===== config.mk =====
export PLATFORM = sky130hd
export DESIGN_NAME = vga_timing_gen
export DESIGN_NICKNAME = d
export VERILOG_FILES = /design/src/rtl/vga_timing_gen.sv
export SDC_FILE = /design/constraint.sdc
export NUM_CORES = 1
export LEC_CHECK = 0
export CAP_MARGIN = 0
export CORE_MARGIN = 2
export CORE_UTILIZATION = 35
export DETAILED_ROUTE_END_ITERATION = 16
export HOLD_SLACK_MARGIN = 0.15
export PLACE_DENSITY_LB_ADDON = 0.05
export SETUP_SLACK_MARGIN = 0.3
export SYNTH_ARGS = -nofsm -noshare
export SYNTH_HDL_FRONTEND = slang
export SYNTH_SLANG_ARGS = --single-unit

===== constraint.sdc =====
create_clock -name clk -period 2.07 [get_ports clk]
set_clock_uncertainty 0.15 [all_clocks]
set_input_delay 0.3105 -clock clk [delete_from_list [all_inputs] [get_ports clk]]
set_output_delay 0.3105 -clock clk [all_outputs]
set_load 0.05 [all_outputs]

===== src/rtl/vga_timing_gen.sv =====
// Parametrised raster timing generator: h/v counters advanced by a pixel enable, with
// registered sync, blanking, position, line/frame strobes and a completed-frame counter.
module vga_timing_gen #(
  parameter int H_ACTIVE = 800,
  parameter int H_FP     = 48,
  parameter int H_SYNC   = 80,
  parameter int H_BP     = 128,
  parameter int V_ACTIVE = 400,
  parameter int V_FP     = 16,
  parameter int V_SYNC   = 16,
  parameter int V_BP     = 16,
  parameter bit H_POL    = 1'b0,
  parameter bit V_POL    = 1'b1,
  parameter int H_BITS   = 11,
  parameter int V_BITS   = 9,
  parameter int FC_BITS  = 8
) (
  input  logic               clk,
  input  logic               rst,
  input  logic               pix_en,
  output logic               h_sync,
  output logic               v_sync,
  output logic               disp_ena,
  output logic               n_blank,
  output logic               n_sync,
  output logic [H_BITS-1:0]  col,
  output logic [V_BITS-1:0]  row,
  output logic               line_start,
  output logic               frame_start,
  output logic [FC_BITS-1:0] frame_cnt
);

  localparam int H_TOT = H_ACTIVE + H_FP + H_SYNC + H_BP;
  localparam int V_TOT = V_ACTIVE + V_FP + V_SYNC + V_BP;

  generate
    if (H_ACTIVE == 0 || H_FP == 0 || H_SYNC == 0 || H_BP == 0 ||
        V_ACTIVE == 0 || V_FP == 0 || V_SYNC == 0 || V_BP == 0 ||
        H_BITS == 0 || V_BITS == 0 || FC_BITS == 0) begin : g_zero_width
      $error("vga_timing_gen: width parameters must be non-zero");
    end
    if (longint'(H_TOT) - 1 > (longint'(1) << H_BITS) - 1) begin : g_h_range
      $error("vga_timing_gen: H_BITS too small for H_TOT");
    end
    if (longint'(V_TOT) - 1 > (longint'(1) << V_BITS) - 1) begin : g_v_range
      $error("vga_timing_gen: V_BITS too small for V_TOT");
    end
  endgenerate

  localparam logic [H_BITS-1:0] H_ACT_END  = H_BITS'(H_ACTIVE);
  localparam logic [H_BITS-1:0] H_SYNC_BEG = H_BITS'(H_ACTIVE + H_FP);
  localparam logic [H_BITS-1:0] H_SYNC_END = H_BITS'(H_ACTIVE + H_FP + H_SYNC);
  localparam logic [H_BITS-1:0] H_LAST     = H_BITS'(H_TOT - 1);
  localparam logic [V_BITS-1:0] V_ACT_END  = V_BITS'(V_ACTIVE);
  localparam logic [V_BITS-1:0] V_SYNC_BEG = V_BITS'(V_ACTIVE + V_FP);
  localparam logic [V_BITS-1:0] V_SYNC_END = V_BITS'(V_ACTIVE + V_FP + V_SYNC);
  localparam logic [V_BITS-1:0] V_LAST     = V_BITS'(V_TOT - 1);

  logic [H_BITS-1:0] hc;
  logic [V_BITS-1:0] vc;
  logic h_act, v_act, h_sreg, v_sreg, h_wrap, v_wrap;

  // Region decode of the current (pre-increment) position.
  assign h_act  = (hc < H_ACT_END);
  assign v_act  = (vc < V_ACT_END);
  assign h_sreg = (hc >= H_SYNC_BEG) && (hc < H_SYNC_END);
  assign v_sreg = (vc >= V_SYNC_BEG) && (vc < V_SYNC_END);
  assign h_wrap = (hc == H_LAST);
  assign v_wrap = (vc == V_LAST);

  always_ff @(posedge clk or posedge rst) begin
    if (rst) begin
      hc          <= '0;
      vc          <= '0;
      h_sync      <= ~H_POL;
      v_sync      <= ~V_POL;
      disp_ena    <= 1'b0;
      n_blank     <= 1'b0;
      n_sync      <= 1'b1;
      col         <= '0;
      row         <= '0;
      line_start  <= 1'b0;
      frame_start <= 1'b0;
      frame_cnt   <= '0;
    end else begin
      // Strobes drop on the very next clk, so they stay one clk wide under any pix_en.
      line_start  <= 1'b0;
      frame_start <= 1'b0;
      if (pix_en) begin
        h_sync      <= h_sreg ? H_POL : ~H_POL;
        v_sync      <= v_sreg ? V_POL : ~V_POL;
        disp_ena    <= h_act && v_act;
        n_blank     <= h_act && v_act;
        n_sync      <= ~(h_sreg || v_sreg);
        line_start  <= (hc == '0);
        frame_start <= (hc == '0) && (vc == '0);
        if (h_act) col <= hc;
        if (v_act) row <= vc;
        if (h_wrap) begin
          hc <= '0;
          if (v_wrap) begin
            vc        <= '0;
            frame_cnt <= frame_cnt + FC_BITS'(1);
          end else begin
            vc <= vc + V_BITS'(1);
          end
        end else begin
          hc <= hc + H_BITS'(1);
        end
      end
    end
  end

endmodule


==> results.yml <==
clock_network:
  cts_tree: "done"
  cts_root_buf: "clkbuf_8"
  cts_sinks: 54
  cts_hold_buf: 0
  clockBufferDepth: 2
  cts_made_buffers: 5
  clk_latency_ps: 300
  clk_pin_slew_ps: 90
  htreeDepth: 2
yosys:
  synth_seq_cells: 54
  synth_seq_area_share: 0.542
  synth_edf_count: 0
  synth_top_area_frac: 0.521
  ys.flop_type: "dfrtp_1"
  yosys-top-cells-area: "dfrtp_1 (52%), mux2_2 (6.3%), o21ai_0 (3.2%)"
  yosysMostFrequentCell: "dfrtp_1"
  netlist_top_cells_count: "dfrtp_1 (52), o21ai_0 (16), nand3_1 (15)"
  yosysWarnings: 0
  synth_area_leader_cell: "dfrtp_1"
  syn_avg_cell_area_um2: 11.3
  postSynth.asyncResetShare: 1.00
  synthCells: 221
  synth_area_mm2: 0.00250
  syn_nets: 229
  yosysUniqueCellTypes: 43
detailed_routing:
  dr.pass1.iters: 4
  drc_errors: 0
  ant_nets: 0
  avgViaCountPerCell: 4.75
  drt_iter0_markers: 76
  wl_per_cell_um: 14.2
  num_vias: 1818
  wirelength_um: 5450
job:
  drv_cap: 0
sta:
  layout_min_cycle_time_ps: 1800
  worst_slew_pin_slew_ps: 499
  drv_slew: 0
  fin_ws_ps: 269
  relSlewSlack: 0.669
  grt_setup_unrepaired: "yes"
  finalCritPeriodShare: 0.870
  max_freq_mhz: 555
  final-setup-viol-count: 0
  finalHoldViolCount: 0
power:
  power.density_mw_per_mm2: 797
  vdd_ir_drop_max_mv: 0.554
  finalPower_w: 0.00263
  leakagePower_nw: 1.63
placed_design:
  pre_cts_ws_ps: -31.6
  portBuffers: 37
  dpl.cell_count: 362
  gp_congestion: 0.810
  place_area_mm2: 0.00307
  dp_hpwl_um: 3530
worst_setup_path:
  cp_slowest_cell: "dfrtp_2"
  critical_path_class: "flip-flop to flip-flop"
  crit_chain: "nor3_2, nor2_1, or3b_4, buf_6, mux2_2"
  crit_family: "simple AND/OR/NAND/NOR gates"
  path_max_fanout: 6
  arrival_ps: 1840
  cp-end-kind: "flip-flop"
  crit_required_ps: 2110
  critical-path-max-stage-delay_ps: 460
  worst_setup_path_start_kind: "flip-flop"
  critPathBufInv: 1
cells_and_area:
  syn2layout_area_growth_pct: 32.0
  fin_util: 0.481
  design_area_mm2: 0.00330
  multiInputGateArea_mm2: 0.00109
  layout.nets: 294
  drive_gt1_frac: 0.307
  regArea_mm2: 0.00136
  nFillCells: 684
  antennaDiodeCount: 0
  fin_cells: 383
global_route:
  grt_max_degree: 55
  grt_overflow_total: 0
  track_usage: 0.147
  antenna_found_initial: 0
  grt_pass1_vias: 1726
  grt_first_pass_wirelength_um: 8840
die:
  die_w_um: 88.5
  io_pins: 38
  dieArea_mm2: 0.00783
  core_area_mm2: 0.00687
  num_rows: 30
  dieHeight_um: 88.5
  initial_core_util: 0.364
run_status:
  status: "finished clean"
min_path:
  min_path_type: "primary input to async pin"
[power breakdown]
group / total [W] / internal [W] / switching [W]
registers: 0.00128 / 0.00118 / 0.000102
clock network: 0.000606 / 0.000274 / 0.000332
logic: 0.000744 / 0.000284 / 0.000460
total: 0.00263 / 0.00174 / 0.000894
[registers in the layout, summed over array words and instances, names as in the netlist]
signal and cells:
v_sync 1, frame_cnt 8, n_sync 1, line_start 1
col 11, h_sync 1, row 9, hc 11
frame_start 1, n_blank 1, vc 9
[final timing paths]
path	from	endpoint	slack, ps	cells past startpoint
max	hc[7]	col[9]	270	5
min	rst	col[9]	270	3
max reg2reg	hc[7]	col[9]	270	5
min reg2reg	frame_cnt[7]	frame_cnt[7]	320	1
max in group asynchronous	rst	h_sync	1220	3
min in group clk	frame_cnt[7]	frame_cnt[7]	320	1
[per-stage QoR]
step | hold slack, ps | setup TNS (ps)
final | 275 | 0
after detailed placement | 316 | -52.9
after CTS | 292 | 0
after global placement | 315 | 0
after floorplan | 228 | 0
after global routing | 294 | 0
[cells by family (layout without fill, tap and decap cells)]
group | after synthesis | count (layout) | synth area share
AOI/OAI and AO/OA | 25 | 25 | 0.0556
xor gates and xnor gates | 17 | 17 | 0.0596
adders and majority gates | 5 | 5 | 0.0250
buffers and inverters | 23 | 89 | 0.0485
DFF | 54 | 54 | 0.542
muxes | 17 | 17 | 0.0771
and+or+nand+nor | 80 | 80 | 0.193
[area by class of cell]
cell class	instances	area share
multi-input combinational	144	0.330
inverter	11	0.0136
tap	96	0.0364
clock buffer	8	0.0273
timing repair buffer	70	0.180
sequential	54	0.412
[worst register-to-register path, cell delays in order, from the launching register on]
cell,delay [ps]
dfrtp_2,460
nor3_2,190
nor2_1,80
or3b_4,400
buf_6,150
mux2_2,270
[what timing repair did]
item	4_1_cts	5_1_grt
endpoints found under the setup margin	53	28
pin swaps	3	4
setup buffers	10	2
gates resized for setup	47	20
cloned	0	1
[placed cells by master (no fill, tap or decap), types with 2 or more instances in the layout]
cell,Yosys,layout
nor3_4,0,2
clkbuf_2,0,3
buf_6,2,6
ha_1,5,4
and4_1,5,4
dfrtp_1,52,47
nor3_1,8,4
nor2b_1,2,2
a21oi_1,4,4
nor3_2,0,2
inv_1,11,10
dlygate4sd2_1,0,26
xor2_1,8,8
and3_2,0,2
mux2i_1,2,2
nand2_1,13,12
dfstp_2,2,2
clkdlybuf4s50_1,0,2
clkbuf_1,1,2
buf_4,4,30
dfrtp_2,0,5
nor2_1,10,10
nand3_1,15,14
xnor2_1,9,9
clkbuf_8,0,6
clkdlybuf4s15_1,0,2
and4_2,1,2
nand4_1,9,9
mux2_2,14,14
o21ai_0,16,16
[routing by layer]
| metal | part of all wire | global-route usage | wire length, um |
|---|---|---|---|
| met3 | 0.046 | 0.0364 | 253 |
| met1 | 0.53 | 0.222 | 2870 |
| met2 | 0.42 | 0.207 | 2270 |
| met4 | 0.0094 | 0.0441 | 51 |
| met5 | 0 | 0 | 0 |
Note: power is estimated with default switching activity, not from simulation.
